<file path="src/rtl/mem_stage_dmem_ctrl.sv">
// ---------------------------------------------------------------------------
// mem_stage_dmem_ctrl
//   MEM-stage data-memory controller. Sits behind the EXE/MEM pipeline
//   register, picks the DMEM address and store-data sources, builds byte
//   strobes, runs the req/gnt/rvalid handshake and stalls the front of the
//   pipeline until the access finishes. Load data is aligned and sign- or
//   zero-extended for the MEM/WB register.
//
// Ports
//   clk, rst                 clock, asynchronous active-low reset
//   mem_w, DatatoReg, size   access type (store / load when 2'b01 / funct3)
//   ALU_out, DMEM_Custom_Address{,_ntt,_pwam}, dmem_addr_sel
//                            address sources and select
//   Data_out, Buffer_data_out, ntt_dout, pwam_dout, dmem_data_sel
//                            store-data sources and select
//   dmem_req/we/addr/wdata/wstrb   request channel to DMEM
//   dmem_gnt, dmem_rvalid, dmem_rdata  response channel from DMEM
//   stall                    holds PC/IF/ID/EX and the EXE/MEM register
//   load_data, load_valid    extended load result and its update pulse
//   misalign, bus_err        dropped-access and timeout pulses
// ---------------------------------------------------------------------------
module mem_stage_dmem_ctrl #(
  parameter int DATA_BITS = 64,
  parameter int TIMEOUT   = 255
) (
  input  logic                   clk,
  input  logic                   rst,
  input  logic                   mem_w,
  input  logic [1:0]             DatatoReg,
  input  logic [2:0]             size,
  input  logic [63:0]            ALU_out,
  input  logic [63:0]            DMEM_Custom_Address,
  input  logic [63:0]            DMEM_Custom_Address_ntt,
  input  logic [63:0]            DMEM_Custom_Address_pwam,
  input  logic [1:0]             dmem_addr_sel,
  input  logic [DATA_BITS-1:0]   Data_out,
  input  logic [DATA_BITS-1:0]   Buffer_data_out,
  input  logic [DATA_BITS-1:0]   ntt_dout,
  input  logic [DATA_BITS-1:0]   pwam_dout,
  input  logic [1:0]             dmem_data_sel,
  output logic                   dmem_req,
  output logic                   dmem_we,
  output logic [63:0]            dmem_addr,
  output logic [DATA_BITS-1:0]   dmem_wdata,
  output logic [DATA_BITS/8-1:0] dmem_wstrb,
  input  logic                   dmem_gnt,
  input  logic                   dmem_rvalid,
  input  logic [DATA_BITS-1:0]   dmem_rdata,
  output logic                   stall,
  output logic [DATA_BITS-1:0]   load_data,
  output logic                   load_valid,
  output logic                   misalign,
  output logic                   bus_err
);

  localparam int NBYTES = DATA_BITS / 8;

  typedef enum logic [1:0] {IDLE, REQ, WAIT, DONE} state_t;

  state_t state, state_nxt;

  // ---------------------------------------------------------------------
  // Helpers
  // ---------------------------------------------------------------------
  function automatic logic is_aligned(input logic [1:0] sz, input logic [2:0] off);
    logic ok;
    case (sz)
      2'b00:   ok = 1'b1;
      2'b01:   ok = (off[0] == 1'b0);
      2'b10:   ok = (off[1:0] == 2'b00);
      default: ok = (off == 3'b000);
    endcase
    return ok;
  endfunction

  function automatic logic [NBYTES-1:0] strb_mask(input logic [1:0] sz);
    logic [NBYTES-1:0] m;
    case (sz)
      2'b00:   m = NBYTES'(8'h01);
      2'b01:   m = NBYTES'(8'h03);
      2'b10:   m = NBYTES'(8'h0F);
      default: m = NBYTES'(8'hFF);
    endcase
    return m;
  endfunction

  // Size 011 and 111 both pass the full doubleword through.
  function automatic logic [DATA_BITS-1:0] load_ext(input logic [DATA_BITS-1:0] raw,
                                                    input logic [2:0] sz);
    logic [DATA_BITS-1:0] r;
    case (sz)
      3'b000:  r = {{(DATA_BITS-8){raw[7]}},   raw[7:0]};
      3'b001:  r = {{(DATA_BITS-16){raw[15]}}, raw[15:0]};
      3'b010:  r = {{(DATA_BITS-32){raw[31]}}, raw[31:0]};
      3'b100:  r = {{(DATA_BITS-8){1'b0}},     raw[7:0]};
      3'b101:  r = {{(DATA_BITS-16){1'b0}},    raw[15:0]};
      3'b110:  r = {{(DATA_BITS-32){1'b0}},    raw[31:0]};
      default: r = raw;
    endcase
    return r;
  endfunction

  // ---------------------------------------------------------------------
  // Source selection and access decode
  // ---------------------------------------------------------------------
  logic [63:0]          sel_addr;
  logic [DATA_BITS-1:0] sel_data;
  logic [2:0]           off;
  logic                 is_load, access, aligned, start;

  always_comb begin
    sel_addr = ALU_out;
    case (dmem_addr_sel)
      2'b01:   sel_addr = DMEM_Custom_Address;
      2'b10:   sel_addr = DMEM_Custom_Address_ntt;
      2'b11:   sel_addr = DMEM_Custom_Address_pwam;
      default: sel_addr = ALU_out;
    endcase
  end

  always_comb begin
    sel_data = Data_out;
    case (dmem_data_sel)
      2'b01:   sel_data = Buffer_data_out;
      2'b10:   sel_data = ntt_dout;
      2'b11:   sel_data = pwam_dout;
      default: sel_data = Data_out;
    endcase
  end

  assign off     = sel_addr[2:0];
  assign is_load = (DatatoReg == 2'b01);
  assign access  = mem_w | is_load;
  assign aligned = is_aligned(size[1:0], off);
  // Only IDLE may launch, so the instruction still sitting on the inputs
  // during DONE cannot start a second access.
  assign start   = (state == IDLE) && access && aligned;

  // ---------------------------------------------------------------------
  // Captured request, timeout counter and load result
  // ---------------------------------------------------------------------
  logic [63:0]          cap_addr;
  logic [DATA_BITS-1:0] cap_wdata;
  logic [NBYTES-1:0]    cap_wstrb;
  logic                 cap_we;
  logic [2:0]           cap_size;
  logic [2:0]           cap_off;
  logic [7:0]           tmo_cnt;
  logic [DATA_BITS-1:0] load_data_q;
  logic                 load_valid_q;
  logic                 busy, busy_nxt, tmo_hit, ld_accept;

  assign busy      = (state == REQ) || (state == WAIT);
  assign busy_nxt  = (state_nxt == REQ) || (state_nxt == WAIT);
  assign tmo_hit   = busy && (tmo_cnt == 8'(TIMEOUT));
  // Timeout wins over a response arriving in the same cycle.
  assign ld_accept = (state == WAIT) && dmem_rvalid && !tmo_hit;

  always_ff @(posedge clk or negedge rst) begin
    if (!rst) begin
      state        <= IDLE;
      tmo_cnt      <= '0;
      load_valid_q <= 1'b0;
      load_data_q  <= '0;
      cap_addr     <= '0;
      cap_wdata    <= '0;
      cap_wstrb    <= '0;
      cap_we       <= 1'b0;
      cap_size     <= '0;
      cap_off      <= '0;
    end else begin
      state        <= state_nxt;
      tmo_cnt      <= (busy && busy_nxt) ? tmo_cnt + 8'd1 : 8'd0;
      load_valid_q <= ld_accept;
      if (ld_accept)
        load_data_q <= load_ext(dmem_rdata >> {cap_off, 3'b000}, cap_size);
      if (start) begin
        cap_addr  <= {sel_addr[63:3], 3'b000};
        cap_wdata <= sel_data << {off, 3'b000};
        cap_wstrb <= mem_w ? (strb_mask(size[1:0]) << off) : '0;
        cap_we    <= mem_w;
        cap_size  <= size;
        cap_off   <= off;
      end
    end
  end

  // ---------------------------------------------------------------------
  // Handshake FSM
  // ---------------------------------------------------------------------
  always_comb begin
    state_nxt = state;
    case (state)
      IDLE: if (start) state_nxt = REQ;
      REQ: begin
        if (tmo_hit)       state_nxt = DONE;
        else if (dmem_gnt) state_nxt = cap_we ? DONE : WAIT;
      end
      WAIT: if (tmo_hit || dmem_rvalid) state_nxt = DONE;
      default: state_nxt = IDLE;
    endcase
  end

  // ---------------------------------------------------------------------
  // Outputs; the combinational IDLE terms are masked while reset is held
  // so every output reads 0 during reset.
  // ---------------------------------------------------------------------
  assign dmem_req   = (state == REQ) && !tmo_hit;
  assign dmem_we    = (state == REQ) && cap_we;
  assign dmem_addr  = cap_addr;
  assign dmem_wdata = cap_wdata;
  assign dmem_wstrb = cap_wstrb;
  assign stall      = rst && (start || busy);
  assign misalign   = rst && (state == IDLE) && access && !aligned;
  assign bus_err    = tmo_hit;
  assign load_data  = load_data_q;
  assign load_valid = load_valid_q;

endmodule
</file>
<file path="config.mk">
export PLATFORM = sky130hd
export DESIGN_NAME = mem_stage_dmem_ctrl
export DESIGN_NICKNAME = d
export VERILOG_FILES = /design/src/rtl/mem_stage_dmem_ctrl.sv
export SDC_FILE = /design/constraint.sdc
export NUM_CORES = 1
export LEC_CHECK = 0
export BUFFER_PORTS_ARGS = -buffer_cell sky130_fd_sc_hd__buf_2
export CORE_AREA = 2 2 311 313
export DETAILED_ROUTE_END_ITERATION = 7
export DIE_AREA = 0 0 313 315
export PLACE_DENSITY = 0.35
export SLEW_MARGIN = 30
export SYNTH_ARGS = -nofsm -noshare
export SYNTH_HDL_FRONTEND = slang
export SYNTH_SLANG_ARGS = --single-unit
export TNS_END_PERCENT = 1
</file>
<file path="constraint.sdc">
create_clock -name clk -period 2.6 [get_ports clk]
set_clock_uncertainty 0.15 [all_clocks]
set_input_delay 0.39 -clock clk [delete_from_list [all_inputs] [get_ports clk]]
set_output_delay 0.39 -clock clk [all_outputs]
set_load 0.005 [all_outputs]
</file>
Yosys cells after proc, flatten, opt, wreduce, memory -nomap -nowiden
Cells that the tools add are included.
{"block": "word_totals", "ff_bits": 215, "output_inout_bits": 206, "wordCells": 72}
{"block": "classes", "addsub": 1, "n_eq_ne": 19, "shifts": 3, "n_mux": 14, "bitwise_logic": 2, "reduce_logical": 23}
{"cell": "$pmux W64 S3", "count": 2}
{"cell": "$pmux W64 S6", "count": 1}
{"cell": "$shl A64 B6 Y64", "count": 1}
{"cell": "$shr A64 B6 Y64", "count": 1}
{"cell": "$mux W8", "count": 3}
{"cell": "$pmux W8 S3", "count": 1}
{"cell": "$eq A2 B2 Y1 const B", "count": 7}
{"cell": "$eq A2 B1 Y1 const B", "count": 6}
{"cell": "$logic_and A1 B1 Y1", "count": 12}
{"cell": "$eq A3 B3 Y1 const B", "count": 3}
{"cell": "$add A8 B1 Y8 const B", "count": 1}
{"cell": "$eq A8 B8 Y1 const B", "count": 1}
{"cell": "$mux W2", "count": 4}
{"cell": "$shl A8 B3 Y8", "count": 1}
{"cell": "$logic_not A2 Y1", "count": 3}
{"cell": "$logic_not A3 Y1", "count": 2}
{"cell": "$pmux W2 S3", "count": 1}
{"cell": "$logic_or A1 B1 Y1", "count": 4}
{"cell": "$eq A3 B1 Y1 const B", "count": 1}
{"cell": "$eq A3 B2 Y1 const B", "count": 1}
{"cell": "$pmux W1 S3", "count": 1}
{"cell": "$logic_not A1 Y1", "count": 2}
{"cell": "$mux W1", "count": 1}
{"cell": "$not A1 Y1", "count": 1}
{"cell": "$or A1 B1 Y1", "count": 1}

Logic depth before layout (Yosys ltp)
Gate-level depths: netlist (run 1).
{"block": "logic_depth", "ltp_word": 11, "ltp_mapped": 9, "depth_no_buf": 8}

Least setup slack after synthesis (run 1)
OpenSTA, ideal clock, no wires.
{"block": "synth_timing", "path_type": "input port to flip-flop", "startpoint": "in dmem_data_sel[0]", "endpoint": "reg cap_wdata[39], in the netlist dmem_wdata[39]", "setup_time_ps": 126, "t_arrival_ps": 2211, "t_required_ps": 2324, "setup_slack_ps": 113, "cell_stages": 8, "cell_sequence": "buf_2 -> buf_2 -> buf_2 -> mux4_2 -> mux2_1 -> mux2i_1 -> nor3_1 -> a221o_1"}
{"block": "synth_via", "elab_chain_len": 3, "elab_cells_between_ends": 5, "classes_between": "eq/ne (3); shift (1); mux (1)"}
{"item": "start: declaration", "line": "40", "text": "input logic [1:0] dmem_data_sel,"}
{"item": "$eq A2 B2 Y1 / $eq A2 B1 Y1 (equally long branches)", "line": "123", "text": "case (dmem_data_sel)"}
{"item": "$pmux W64 S3 (*)", "line": "123"}
{"item": "$shl A64 B6 Y64 (*)", "line": "179", "text": "cap_wdata <= sel_data << {off, 3'b000};"}
{"item": "end signal: assignment", "line": "179"}
{"item": "end: declaration", "line": "143", "text": "logic [DATA_BITS-1:0] cap_wdata;"}
Mark *: on every way between the ends. The rest lies on a longest branch, timed or not.
A chain may end at the register's enable or synchronous reset.

Worst setup path in the final report (run 1)
{"block": "layout_timing", "startpoint": "in ALU_out[0]", "endpoint": "out stall"}
{"block": "layout_via", "elab_chain_len": 6, "elab_cells_between_ends": 8, "classes_between": "mux (2); bitwise (1); reduce/logical (5)"}
{"item": "start: declaration", "line": "31", "text": "input logic [63:0] ALU_out,"}
{"item": "$pmux W64 S3 (*)", "line": "113", "text": "case (dmem_addr_sel)"}
{"item": "$logic_not A3 Y1, or another cell as far along", "line": "71", "text": "default: ok = (off == 3'b000);"}
{"item": "$pmux W1 S3 (*)", "line": "67", "text": "case (sz)"}
{"item": "$logic_and A1 B1 Y1 (*)", "line": "137", "text": "assign start = (state == IDLE) && access && aligned;"}
{"item": "$logic_or A1 B1 Y1 (*)", "line": "213", "text": "assign stall = rst && (start || busy);"}
{"item": "$logic_and A1 B1 Y1 (*)", "line": "213"}
{"item": "end: declaration", "line": "49", "text": "output logic stall,"}
Marks and branches as above.

==> qor.yml, run 1 <==
run_status:
  status: "completed"
grt:
  grt_overflow: 0
  antenna_found_initial: 21
  grt_max_degree: 64
  grt_util_all_layers: 0.168
  grt_pass1_vias: 16400
  grt_pass1_wl_um: 120000
synth:
  synth_top_family_by_area: "multiplexers"
  syn_area_um2: 14800
  syn_inst: 1452
  synth_xor_area_frac: 0.00177
  avgSynthCellArea_um2: 10.2
  synthSimpleGateAreaFrac: 0.138
  synth_edf_count: 0
  synth_compound_area_frac: 0.126
  yosys_warnings: 0
  synth_seq_area_share: 0.363
  synthMuxAreaShare: 0.321
  synth_cell_type_count: 56
  async_flop_share: 1.00
  synth_seq_cells: 215
  synth_ff_type: "dfrtp_1"
  synth_fa_ha_area_frac: 0.00422
min_path:
  holdPathStages: 4
  min_to: "dmem_addr[8]"
  hold_path.class: "in -> reg"
  hp-start: "DMEM_Custom_Address_pwam[8]"
routing:
  wl_um: 86700
  dr.first_iter.drc_count: 1090
  first_pass_iters: 5
  wl_per_cell_um: 24.0
  drc: 0
  ant_nets: 0
  vias_per_cell: 4.35
  via_count: 15700
critical_path:
  cp_max_fo: 4
  path_class: "in -> out"
  timing.rr.start: "cap_off[0]"
  rrSetupSlack_ns: 0.14
  end_kind: "primary output"
  rr_worst_depth: 5
  cp.arrival_ns: 1.96
  cp_data_required_time_ns: 2.06
  worstSetupStartpointType: "input pin"
  r2r_end: "load_data[13]"
sta:
  max_slew_margin: 0.352
  finalHoldViolations: 0
  setup_ws_ns: 0.0983
  tightest_slew_ns: 0.971
  setup_viol: 0
  clock.fmax_mhz: 400
  period_share: 0.962
  rsz0062_at_grt: "no"
  tns_ns: 0
  min_period_ns: 2.50
  finalMaxSlewViolations: 0
power_and_ir_drop:
  vdd_drop_max_mv: 0.352
  p_per_area_nw_per_um2: 899
  p_leak_nw: 10.5
placed_design:
  globalplace.congestion: 0.946
  hpwl_um: 72100
  port_buffers: 792
  pre_cts_ws_ns: -0.175
cells_and_area:
  final_common_cell: "buf_2"
  filler_cell_count: 10400
  num-nets-final: 2906
  drive_above_1_share: 0.525
  syn2layout_area_growth_pct: 51.3
  utilization: 0.234
  layout_common_cells: "buf_2 (786), nand2_1 (320), dfrtp_1 (213)"
clock_network:
  cts-root-buf: "clkbuf_16"
  cts.sinks: 215
  h-tree-depth: 1
  cts_buffer_depth: 3
  clkTransAtPathRegs_ns: 0.06
  numCtsBuffers: 31
  cts_tree: "done"
  clk_latency_ns: 0.59
die:
  start_util: 0.155
  die-area_um2: 98600
  rows: 114
  core-area_um2: 95700
  ioPinCount: 796
  die_x_um: 313
  die_h_um: 315
job:
  cap_viol_max_count: 0
[state kept, by name, summed over array words and instances, names as in the netlist, 2 cells and up]
name	count
tmo_cnt	8
dmem_wdata	64
dmem_wstrb	8
dmem_addr	61
state	2
load_data	64
cap_off	3
cap_size	3
[power by group]
part / switching (mW) / internal (mW) / total [mW] / leakage [nW]
logic: 5.60 / 4.43 / 10.0 / 7.37
registers: 1.08 / 4.88 / 5.96 / 2.66
clock network: 1.77 / 2.41 / 4.18 / 0.480
total: 8.45 / 11.7 / 20.2 / 10.5
[Yosys cell counts, types with 6 or more instances]
master       n  share of area
inv_1        7         0.0018
nand2_1    320          0.081
a2bb2oi_1    6         0.0035
or2_2       12         0.0051
nor2_1     103          0.026
nand3_1     14         0.0047
clkbuf_1    58          0.015
nor3_1      11         0.0037
o22ai_1     23         0.0097
o21a_1       7         0.0035
dfrtp_1    215           0.36
a221oi_1     6         0.0035
o21ai_0     39          0.013
a211oi_1    18         0.0091
nor2b_1     17         0.0072
a22o_1       9         0.0053
o21ai_1     12         0.0040
mux4_2     138           0.21
buf_2       50          0.017
a31oi_1      6         0.0025
mux2_2      61          0.046
buf_1       11         0.0028
buf_4       11         0.0056
o31ai_1     29          0.015
a21oi_1    101          0.034
a211o_1      6         0.0035
mux2i_1     96          0.065
a221o_1      8         0.0054
[area by class of cell]
class | instances | area [µm²] | share of cell area
diodes | 5 | 12.5 | 0.000558
clock buffers | 49 | 923 | 0.0411
clock inverters | 8 | 50.0 | 0.00223
inverters | 8 | 30.0 | 0.00134
multi-input cells | 1096 | 8860 | 0.395
flip-flops and latches | 215 | 5390 | 0.240
well taps | 1276 | 1600 | 0.0711
repair buffers | 959 | 5590 | 0.249
[stage by stage]
| step | area (µm²) | std cells | power, mW | hold slack, ns |
|---|---|---|---|---|
| final | 22400 | 3616 | 20.2 | 0.0571 |
| after global routing | 22400 | 3614 | 21.6 | 0.0375 |
| after CTS | 22300 | 3606 | 20.5 | 0.00509 |
| after detailed placement | 21200 | 3535 | 16.1 | 0.166 |
| after global placement | 21200 | 3535 | 16.1 | 0.164 |
| after floorplan | 14800 | 1454 | 10.7 | -0.0556 |
[routing by layer]
layer / track usage / part of all wire / routed length (µm) / up-vias
met5: 0 / 0.0017 / 150 / -
li1: - / - / - / 7063
met2: 0.264 / 0.45 / 39200 / 667
met3: 0.0459 / 0.079 / 6870 / 117
met4: 0.0445 / 0.028 / 2460 / 22
met1: 0.226 / 0.44 / 37900 / 7875
[how the worst max path moves through the flow]
stage	slack [ns]	to	from
after floorplan	0.11	dmem_wdata[39]	dmem_data_sel[0]
after global placement	-0.20	dmem_wdata[49]	dmem_addr_sel[0]
after detailed placement	-0.17	dmem_wdata[51]	dmem_addr_sel[0]
after CTS	-0.04	stall	dmem_addr_sel[0]
after global routing	0.004	stall	size[1]
final	0.1	stall	ALU_out[0]
[cell families (layout without fill, tap and decap cells)]
logic type	Yosys count	after routing
AND/OR/NAND/NOR	499	499
multiplexers	296	296
AO/OA/AOI/OAI	290	290
flip-flops	215	215
buffers and inverters	143	1024
adder cells (fa/ha/maj)	5	5
XOR/XNOR	3	3
other	1	8
[worst max-delay path, cell delays in order]
cell and delay (ns):
buf_2 0.14, mux4_4 0.66, o21ai_4 0.17, buf_6 0.13
and3_4 0.21, o21a_1 0.13, buf_2 0.12
[repair_timing]
action / 4_1_cts / 5_1_grt
pin swaps: 1 / 4
gates resized for setup: 5 / 14
hold buffers: 11 / 0
endpoints found under the setup margin: 3 / 4
setup buffers: 3 / 5
endpoints found under the hold margin: 66 / 0
Power figures use the tool's default switching activity.
==> run 2: changes to the inputs <==
Settings changed: BUFFER_PORTS_ARGS -buffer_cell sky130_fd_sc_hd__buf_2 to not set, DONT_BUFFER_PORTS set to 1, PLACE_DENSITY 0.35 to 0.3.
==> qor.yml, run 2 (same netlist as run 1, synthesis figures left out) <==
power_and_ir_drop:
  combPwrFrac: 0.370  # -0.127
  vdd_drop_max_mv: 0.351  # about the same
  p_sw_mw: 7.93  # -6.2%
  p_int_mw: 11.3  # -3.4%
  swShare: 0.412  # -0.00720
  clockPowerShare: 0.268  # +0.061
  p_per_area_nw_per_um2: 1000  # +11%
  p_leak_nw: 7.54  # -28%
  pwr-share-seq: 0.362  # +0.067
die:
  start_util: 0.155  # unchanged
  rows: 114  # unchanged
  core-area_um2: 95700  # unchanged
  ioPinCount: 796  # unchanged
  die-area_um2: 98600  # unchanged
  die_h_um: 315  # unchanged
  die_x_um: 313  # unchanged
grt:
  grt_util_all_layers: 0.155  # -0.0128
  met3_usage: 0.0645  # +0.0186
  gr-usage-met2: 0.247  # -0.0176
  busiest_layer: "met2"
  grt_overflow: 0  # unchanged
  antenna_found_initial: 30  # +43%
  grt_pass1_wl_um: 109000  # -9.4%
  grt_pass1_vias: 13300  # -19%
  grt_util_met1: 0.194  # -0.0327
  grt_max_degree: 218  # +240%
routing:
  ant_nets: 0  # unchanged
  first_pass_iters: 5  # unchanged
  wl_per_cell_um: 27.7  # +16%
  dr.first_iter.drc_count: 801  # -27%
  wl_um: 80100  # -7.6%
  via_count: 12900  # -18%
  drc: 0  # unchanged
  vias_per_cell: 4.47  # +2.7%
run_status:
  failed_checks: "negative hold slack"
  status: "finished, violations left"
clock_network:
  cts_buffer_depth: 3  # unchanged
  cts_hold_buf: 100  # +89
  cts_tree: "done"
  numCtsBuffers: 34  # +9.7%
  h-tree-depth: 2  # +1
  clk_latency_ns: 0.56  # -0.03 ns
  cts-root-buf: "clkbuf_16"
  cts.sinks: 215  # unchanged
  clkTransAtPathRegs_ns: 0.05  # about the same
sta:
  finalHoldViolations: 215  # +215
  finalMaxSlewViolations: 0  # unchanged
  clock.fmax_mhz: 391  # -2.1%
  period_share: 0.983  # +0.0211
  setup_ws_ns: 0.0434  # -0.0549 ns
  setup_viol: 0  # unchanged
  max_slew_margin: 0.577  # +0.225
  rsz0062_at_grt: "yes"
  min_period_ns: 2.56  # +0.0549 ns
  tightest_slew_ns: 0.635  # -0.336 ns
  hold_ws_ns: -0.576  # -0.633 ns
critical_path:
  cp.arrival_ns: 2.02  # +0.06 ns
  path_class: "in -> out"
  end_kind: "primary output"
  cp_data_required_time_ns: 2.06  # about the same
  cp_max_fo: 21  # +17
  worstSetupStartpointType: "input pin"
  critPathLaunch: "dmem_addr_sel[0]"
  timing.rr.start: "cap_off[0]"
cells_and_area:
  final_common_cell: "nand2_1"
  num-nets-final: 2162  # -26%
  drive_above_1_share: 0.252  # -0.274
  syn2layout_area_growth_pct: 29.6
  final_area_um2: 19200  # -14%
  layout.cells.non_filler: 2890  # -20%
  layout_common_cells: "nand2_1 (320), dfrtp_1 (213), mux4_2 (137)"
placed_design:
  dp_cells: 2705  # -23%
  placed_area_um2: 16800  # -21%
  hpwl_um: 62900  # -13%
  globalplace.congestion: 1.05  # +11%
  port_buffers: 0  # -100%
  pre_cts_ws_ns: -0.129  # +0.0460 ns
min_path:
  hold_path.class: "in -> async"
job:
  cap_viol_max_count: 0  # unchanged
run 2: cell type report:
type                            count  area [µm²]
Fill cell                       10600       76500
Multi-Input combinational cell   1096        8830
Sequential cell                   215        5390
Timing Repair Buffer              212        2070
Tap cell                         1276        1600
Clock buffer                       48        1020
Clock inverter                     14         225
Antenna cell                       21        52.6
Inverter                            8        30.0
run 2: critical path: stages:
cell and delay (ns):
mux4_4 0.68, a22oi_2 0.34, buf_4 0.17, and3_4 0.22
o21a_1 0.19
run 2: path summary, 6_finish.rpt:
kind	cells past startpoint	slack, ns	to
worst min register to register	2	0.36	dmem_addr[41]
worst min-delay path	0	-0.58	load_data[0]
min in group clk	4	0.01	load_data[47]
max in group asynchronous	0	2.37	cap_off[0]
worst max register to register	7	0.12	load_data[11]
worst max-delay path	5	0.04	stall
run 2: per-layer routing:
metal | part of all wire | wire length [µm]
met1 | 0.42 | 33300
met2 | 0.46 | 36500
met3 | 0.10 | 8170
met4 | 0.025 | 2020
met5 | 0.00096 | 77
run 2: power by group through the flow:
stage,clock [mW],combinational (mW),sequential [mW]
final,5.17,7.12,6.97
after global routing,5.53,7.86,7.21
after CTS,5.39,7.16,7.10
after detailed placement,0,6.90,7.13
after global placement,0,6.86,7.16
after floorplan,0,4.85,5.81
run 2: repair_timing:
action	in CTS	in global routing
hold endpoints to repair	295	215
gates resized for setup	2	2
pin swaps	0	0
endpoints found under the setup margin	2	18
setup buffers	1	1
run 2: per-stage QoR:
step / hold WS [ns] / total power, mW / util / TNS, ns
after floorplan: -0.0556 / 10.7 / - / 0
after global placement: -0.0373 / 14.0 / 0.176 / -0.744
after detailed placement: -0.0351 / 14.0 / 0.176 / -1.74
after CTS: -0.658 / 19.7 / 0.200 / 0
after global routing: -0.627 / 20.6 / 0.200 / -0.0914
final: -0.576 / 19.3 / 0.201 / 0
